**src/rtl/serial_adder_arbiter.sv**
```systemverilog
// rtl/serial_adder_arbiter.sv - two-requester round-robin front end on a shared bit-serial adder
//
// Purpose:
//    Two requesters share one full-adder slice. A round-robin arbiter captures
//    the winner's operands, then the slice runs WIDTH cycles, LSB first. The
//    result is held until the next done pulse.
//
// Ports:
//    clk      in   rising-edge clock
//    rst_n    in   asynchronous active-low reset
//    req0     in   requester 0 request, held until gnt0
//    a0, b0   in   requester 0 operands, stable while req0 high
//    req1     in   requester 1 request, held until gnt1
//    a1, b1   in   requester 1 operands, stable while req1 high
//    gnt0     out  one-cycle pulse, requester 0 operands captured
//    gnt1     out  one-cycle pulse, requester 1 operands captured
//    busy     out  high while the serial add is running
//    done     out  one-cycle pulse, result valid
//    done_id  out  requester that owns the current result
//    sum      out  (A+B) mod 2^WIDTH
//    cout     out  carry out of bit WIDTH-1

module serial_adder_arbiter #(
   parameter int WIDTH = 4
) (
   input  logic             clk,
   input  logic             rst_n,
   input  logic             req0,
   input  logic [WIDTH-1:0] a0,
   input  logic [WIDTH-1:0] b0,
   input  logic             req1,
   input  logic [WIDTH-1:0] a1,
   input  logic [WIDTH-1:0] b1,
   output logic             gnt0,
   output logic             gnt1,
   output logic             busy,
   output logic             done,
   output logic             done_id,
   output logic [WIDTH-1:0] sum,
   output logic             cout
);

   localparam int CW = $clog2(WIDTH);

   localparam logic [1:0] S_IDLE = 2'd0;
   localparam logic [1:0] S_RUN  = 2'd1;
   localparam logic [1:0] S_DONE = 2'd2;

   logic [1:0]       state;
   logic [WIDTH-1:0] a_sh;
   logic [WIDTH-1:0] b_sh;
   // Holds the WIDTH-1 sum bits produced so far, newest at the MSB; the last
   // bit is merged in directly when the result register loads.
   logic [WIDTH-2:0] s_sh;
   logic             c;
   logic [CW-1:0]    cnt;
   logic             id;
   logic             last;     // requester served most recently

   logic             arb_en;
   logic             win1;
   logic             fa_s;
   logic             fa_c;
   logic             last_bit;
   logic [WIDTH-1:0] s_cat;

   always_comb begin
      arb_en   = (state != S_RUN) && (req0 || req1);
      // On a tie, requester 1 wins only if requester 0 was served last.
      win1     = req1 && (!req0 || !last);
      fa_s     = a_sh[0] ^ b_sh[0] ^ c;
      fa_c     = (a_sh[0] & b_sh[0]) | (a_sh[0] & c) | (b_sh[0] & c);
      last_bit = (cnt == CW'(WIDTH - 1));
      s_cat    = {fa_s, s_sh};
   end

   assign busy = (state == S_RUN);

   always_ff @(posedge clk or negedge rst_n) begin
      if (!rst_n) begin
         state   <= S_IDLE;
         a_sh    <= '0;
         b_sh    <= '0;
         s_sh    <= '0;
         c       <= 1'b0;
         cnt     <= '0;
         id      <= 1'b0;
         last    <= 1'b1;
         gnt0    <= 1'b0;
         gnt1    <= 1'b0;
         done    <= 1'b0;
         done_id <= 1'b0;
         sum     <= '0;
         cout    <= 1'b0;
      end else begin
         gnt0 <= 1'b0;
         gnt1 <= 1'b0;
         done <= 1'b0;
         case (state)
            S_IDLE, S_DONE: begin
               if (arb_en) begin
                  a_sh  <= win1 ? a1 : a0;
                  b_sh  <= win1 ? b1 : b0;
                  c     <= 1'b0;
                  cnt   <= '0;
                  id    <= win1;
                  last  <= win1;
                  gnt0  <= !win1;
                  gnt1  <= win1;
                  state <= S_RUN;
               end else begin
                  state <= S_IDLE;
               end
            end
            S_RUN: begin
               s_sh <= s_cat[WIDTH-1:1];
               a_sh <= a_sh >> 1;
               b_sh <= b_sh >> 1;
               c    <= fa_c;
               cnt  <= cnt + 1'b1;
               if (last_bit) begin
                  sum     <= s_cat;
                  cout    <= fa_c;
                  done_id <= id;
                  done    <= 1'b1;
                  state   <= S_DONE;
               end
            end
            default: state <= S_IDLE;
         endcase
      end
   end

endmodule
```
**config.mk**
```make
export PLATFORM = sky130hd
export DESIGN_NAME = serial_adder_arbiter
export DESIGN_NICKNAME = d
export VERILOG_FILES = /design/src/rtl/serial_adder_arbiter.sv
export SDC_FILE = /design/constraint.sdc
export NUM_CORES = 1
export LEC_CHECK = 0
export ABC_AREA = 1
export ABC_CLOCK_PERIOD_IN_PS = 1300
export CAP_MARGIN = 20
export CORE_ASPECT_RATIO = 1.4
export CORE_MARGIN = 3
export CORE_UTILIZATION = 25
export DETAILED_ROUTE_END_ITERATION = 10
export DONT_BUFFER_PORTS = 1
export SLEW_MARGIN = 40
export SYNTH_ARGS = -nofsm -noshare
export SYNTH_HDL_FRONTEND = slang
export SYNTH_SLANG_ARGS = --single-unit
```
**constraint.sdc**
```tcl
create_clock -name clk -period 1.3 [get_ports clk]
set_input_delay 0.26 -clock clk [delete_from_list [all_inputs] [get_ports clk]]
set_output_delay 0.26 -clock clk [all_outputs]
set_load 0.03 [all_outputs]
```
# After elaboration in Yosys (flattened, before gate mapping)
# Index checks and enable logic that the tools add are counted.
dict set report totals {
  input_bits 20
  ff_bits 27
  output_inout_bits 10
}
dict set report op_classes {
  n_reduce_logical 13
  muxes 19
  bitwise_logic 7
  n_eq_ne 6
  add_sub_neg 1
}
# operator count
set ops {}
lappend ops {{2-to-1 mux 4 bit} 4}
lappend ops {{one-hot mux 4 bit (2 select lines)} 2}
lappend ops {{2-to-1 mux 1 bit} 8}
lappend ops {{one-hot mux 2 bit (2 select lines)} 2}
lappend ops {{AND reduction 2 bit} 3}
lappend ops {{== test 2 bit, second input constant} 2}
lappend ops {{2-to-1 mux 2 bit} 2}
lappend ops {{!= test 2 x 1 -> 1 bit, second input constant} 2}
lappend ops {{AND 1 bit} 3}
lappend ops {{zero test 1 bit} 3}
lappend ops {{adder 2 x 1 -> 2 bit, second input constant} 1}
lappend ops {{== test 2 x 1 -> 1 bit, second input constant} 1}
lappend ops {{logical AND 1 bit} 2}
lappend ops {{zero test 2 bit} 1}
lappend ops {{logical OR 1 bit} 2}
lappend ops {{!= test 2 bit, second input constant} 1}
lappend ops {{OR 1 bit} 2}
lappend ops {{one-hot mux 1 bit (2 select lines)} 1}
lappend ops {{nonzero test 2 bit} 1}
lappend ops {{OR reduction 2 bit} 1}
lappend ops {{XOR 1 bit} 2}

# Longest topological paths before layout
dict set report depth {
  ltp_word 6
  mapped_depth 6
}

# Worst setup path before layout
# Ideal clock, no wire load.
dict set report synth_path {
  path_type {register -> register}
  start {reg c}
  end {reg sum[3]}
  n_path_buf 0
  path_stages_with_launch 4
  path_slack_ns 0.162
  required_ns 1.224
  arrival_ns 1.061
  cell_sequence {dfrtp_1 -> fa_1 -> inv_1 -> o21ai_1}
}
dict set report synth_between {
  elab_chain_cells 1
}
# element line_no
set synth_lines {}
lappend synth_lines {{from (decl)} 55} ;# logic c;
lappend synth_lines {{from (signal assigned)} 85} ;# c <= 1'b0;
lappend synth_lines {{from (signal assigned)} 104} ;# c <= 1'b0;
lappend synth_lines {{from (signal assigned)} 119} ;# c <= fa_c;
lappend synth_lines {{XOR 1 bit} 71} ;# fa_s = a_sh[0] ^ b_sh[0] ^ c;
lappend synth_lines {{named net fa_s} 62} ;# logic fa_s;
lappend synth_lines {{to (signal assigned)} 122} ;# sum <= s_cat;
lappend synth_lines {{to (decl)} 39} ;# output logic [WIDTH-1:0] sum,
# The timed path passes the listed nets, and every way through them passes these cells.
# A chain may end at the register's enable or synchronous reset.

# Final worst setup path
dict set report layout_path {
  start {reg state[0]}
  end {out busy}
}
dict set report layout_between {
  elab_chain_cells 1
}
# element line_no
set layout_lines {}
lappend layout_lines {{from (decl)} 49} ;# logic [1:0] state;
lappend layout_lines {{from (signal assigned)} 81} ;# state <= S_IDLE;
lappend layout_lines {{from (signal assigned)} 110} ;# state <= S_RUN;
lappend layout_lines {{from (signal assigned)} 112} ;# state <= S_IDLE;
lappend layout_lines {{== test 2 x 1 -> 1 bit} 77} ;# assign busy = (state == S_RUN);
lappend layout_lines {{to (decl)} 36} ;# output logic busy,
# Every way passes these cells.

==> qor.csv <==
metric;value;unit
clkSinkCount;27;
synth_area_leaders;dfrtp_1, nand3_1, nand2_1, inv_1, o21ai_2;
fin_worst_skew;3.77;ps
synth_area_leader_cell;dfrtp_1;
gp_congestion;0.714;
vias_per_cell;4.25;
io_buffers;0;
worst_pin_slew;320;ps
grt_overflow;0;
fill_cells;544;
diodes;0;
synthSimpleGateAreaFrac;28.5;%
cp.arrival;980;ps
start_util;26.0;%
route.vias.total;917;
dp_hpwl;1.74;mm
place_area;1340;µm²
antenna_found_initial;0;
first_pass_iters;4;
area_growth;13.2;%
max-vdd-ir-drop;0.663;mV
cp.required;1040;ps
cp-start-kind;register;
synth_top_area_share;51.3;%
hold_viol;0;
fin_tns_setup;0;ps
synth_top_family_by_area;simple AND/OR/NAND/NOR gates;
powerDensity;2450;nW/µm²
cts_tree;done;
rrSetupSlack;110;ps
fmax;810;MHz
yosysWarnings;0;
grt_setup_unrepaired;false;
synthAdderAreaFrac;2.56;%
dieArea;5980;µm²
antenna_left;0;
critPathMaxStageDelay;380;ps
design_area;1440;µm²
criticalPathCategory;register to primary output;
relSlewSlack;78.7;%
wl;2.44;mm
maxCapViolCount;0;
drv_slew;0;
hold_slack;140;ps
final_util;29.4;%
drt_iter0_drc;25;
cp_cell_sequence;inv_2 > nor2_4 > buf_8;
min_period;1240;ps
clk_pin_slew;90;ps
ys_ff_latch;27;
rows;30;
fp.dieW;66.2;µm
hold_class;input port to register;
synth-compound-area-share;5.42;%
drc_errors;0;
synth_cell_type_count;18;
drive_gt1_share;15.8;%
status;finished, final reports clean;
ioPinCount;30;
ys_seq_area_share;53.4;%
synth_xor_area_share;0;%
worstPathMaxFanout;5;
final_nets;175;
htree_levels;1;
synth.area.mux_share;0;%
syn_inst;145;
grt_pass1_vias;911;
synth_area;1270;µm²
syn_area_per_cell;8.75;µm²
cts_root_buf;clkbuf_8;
core_area;4880;µm²
timing.final.crit_share;95.0;%
die_h;90.3;µm
p_leak;0.752;nW
synth_nets;167;
endpoint_kind;primary output;
clockBufferDepth;2;
cts_buffers;3;
grt_max_degree;28;
cp_slowest_cell;dfrtp_1;
grt_pass1_wl;4.25;mm
clk_latency;270;ps
wl_per_cell;11.3;µm
multi_input_area;463;µm²
setup_violations;0;
grt_use_total;9.15;%
seqCellArea;677;µm²
-- routing by layer --
metal / up-vias / track usage [%] / part of all wire [%]
met5: - / 0 / 0
met1: 419 / 11.4 / 47
met4: 0 / 3.56 / 1.4
met3: 4 / 2.74 / 5.5
li1: 468 / - / -
met2: 26 / 14.6 / 46
-- registers in the layout, indices dropped and copies added (netlist names) --
name	cells
a_sh	4
b_sh	4
sum	4
s_sh	3
cnt	2
state	2
c	1
cout	1
done	1
done_id	1
gnt0	1
gnt1	1
id	1
last	1
-- power breakdown --
part / total [W] / internal, W / switching (W)
Combinational: 0.00139 / 0.000564 / 0.000826
Sequential: 0.00167 / 0.00123 / 0.000436
Clock: 0.000467 / 0.000219 / 0.000248
-- path summary, 6_finish.rpt --
check	from	end	depth (start not counted)
worst max-delay path	state[0]	busy	3
worst min-delay path	req0	last	3
worst max register to register	c	sum[3]	3
worst min register to register	last	last	2
max in group asynchronous	rst_n	last	2
min in group asynchronous	rst_n	sum[1]	2
-- critical path: cells and delay by family, from the launching register on --
family	cells	cell delay [ps]
flops	1	380
simple gates	1	110
buf+inv	2	220
-- logic make-up (layout without fill, tap and decap cells) --
group | Yosys count | count (layout)
AOI/OAI and AO/OA | 10 | 10
adders and majority gates | 2 | 2
buffers and inverters | 28 | 35
DFF | 27 | 27
and+or+nand+nor | 78 | 78
-- Yosys cell counts (all sizes together) --
library cell,number
dfrtp,26
buf,5
inv,23
nor2,4
nand3b,2
nand3,31
nand2,41
fa,1
ha,1
dfstp,1
o21ai,10
-- layout by cell type (no fill, tap or decap) --
cell | Yosys | routed
nand2_1 | 38 | 38
nand3_1 | 31 | 31
dfrtp_1 | 26 | 26
inv_1 | 20 | 20
o21ai_2 | 5 | 5
buf_4 | 2 | 5
o21ai_1 | 4 | 4
nand2_2 | 3 | 3
clkbuf_8 | 0 | 3
inv_2 | 3 | 2
nor2_4 | 2 | 2
nor2_1 | 2 | 2
nand3b_1 | 2 | 2
inv_4 | 0 | 1
o21ai_0 | 1 | 1
fa_1 | 1 | 1
ha_1 | 1 | 1
clkbuf_1 | 0 | 1
buf_12 | 0 | 1
dlygate4sd3_1 | 0 | 1
dfstp_2 | 1 | 1
buf_8 | 0 | 1
-- area by class of cell --
cell class | count | share of cell area [%]
flip-flops and latches | 27 | 47.1
well taps | 64 | 5.57
clock buffers | 4 | 3.14
repair buffers | 8 | 5.75
inverters | 23 | 6.18
multi-input cells | 90 | 32.2
-- through the flow --
step / worst slack, ps / power, W / cells
final: 64.8 / 0.00352 / 216
after global routing: 14.4 / 0.00383 / 216
after CTS: 29.4 / 0.00357 / 216
after detailed placement: 124 / 0.00297 / 208
after global placement: 148 / 0.00295 / 208
after floorplan: 162 / 0.00271 / 145
-- what timing repair did --
item,CTS,global route
resized for setup,2,2
endpoints found under the hold margin,27,0
pin swaps,1,1
hold buffers,2,0
buffers inserted,2,0
setup endpoints to repair,1,7
No activity file was read; power rests on OpenSTA's default activity.
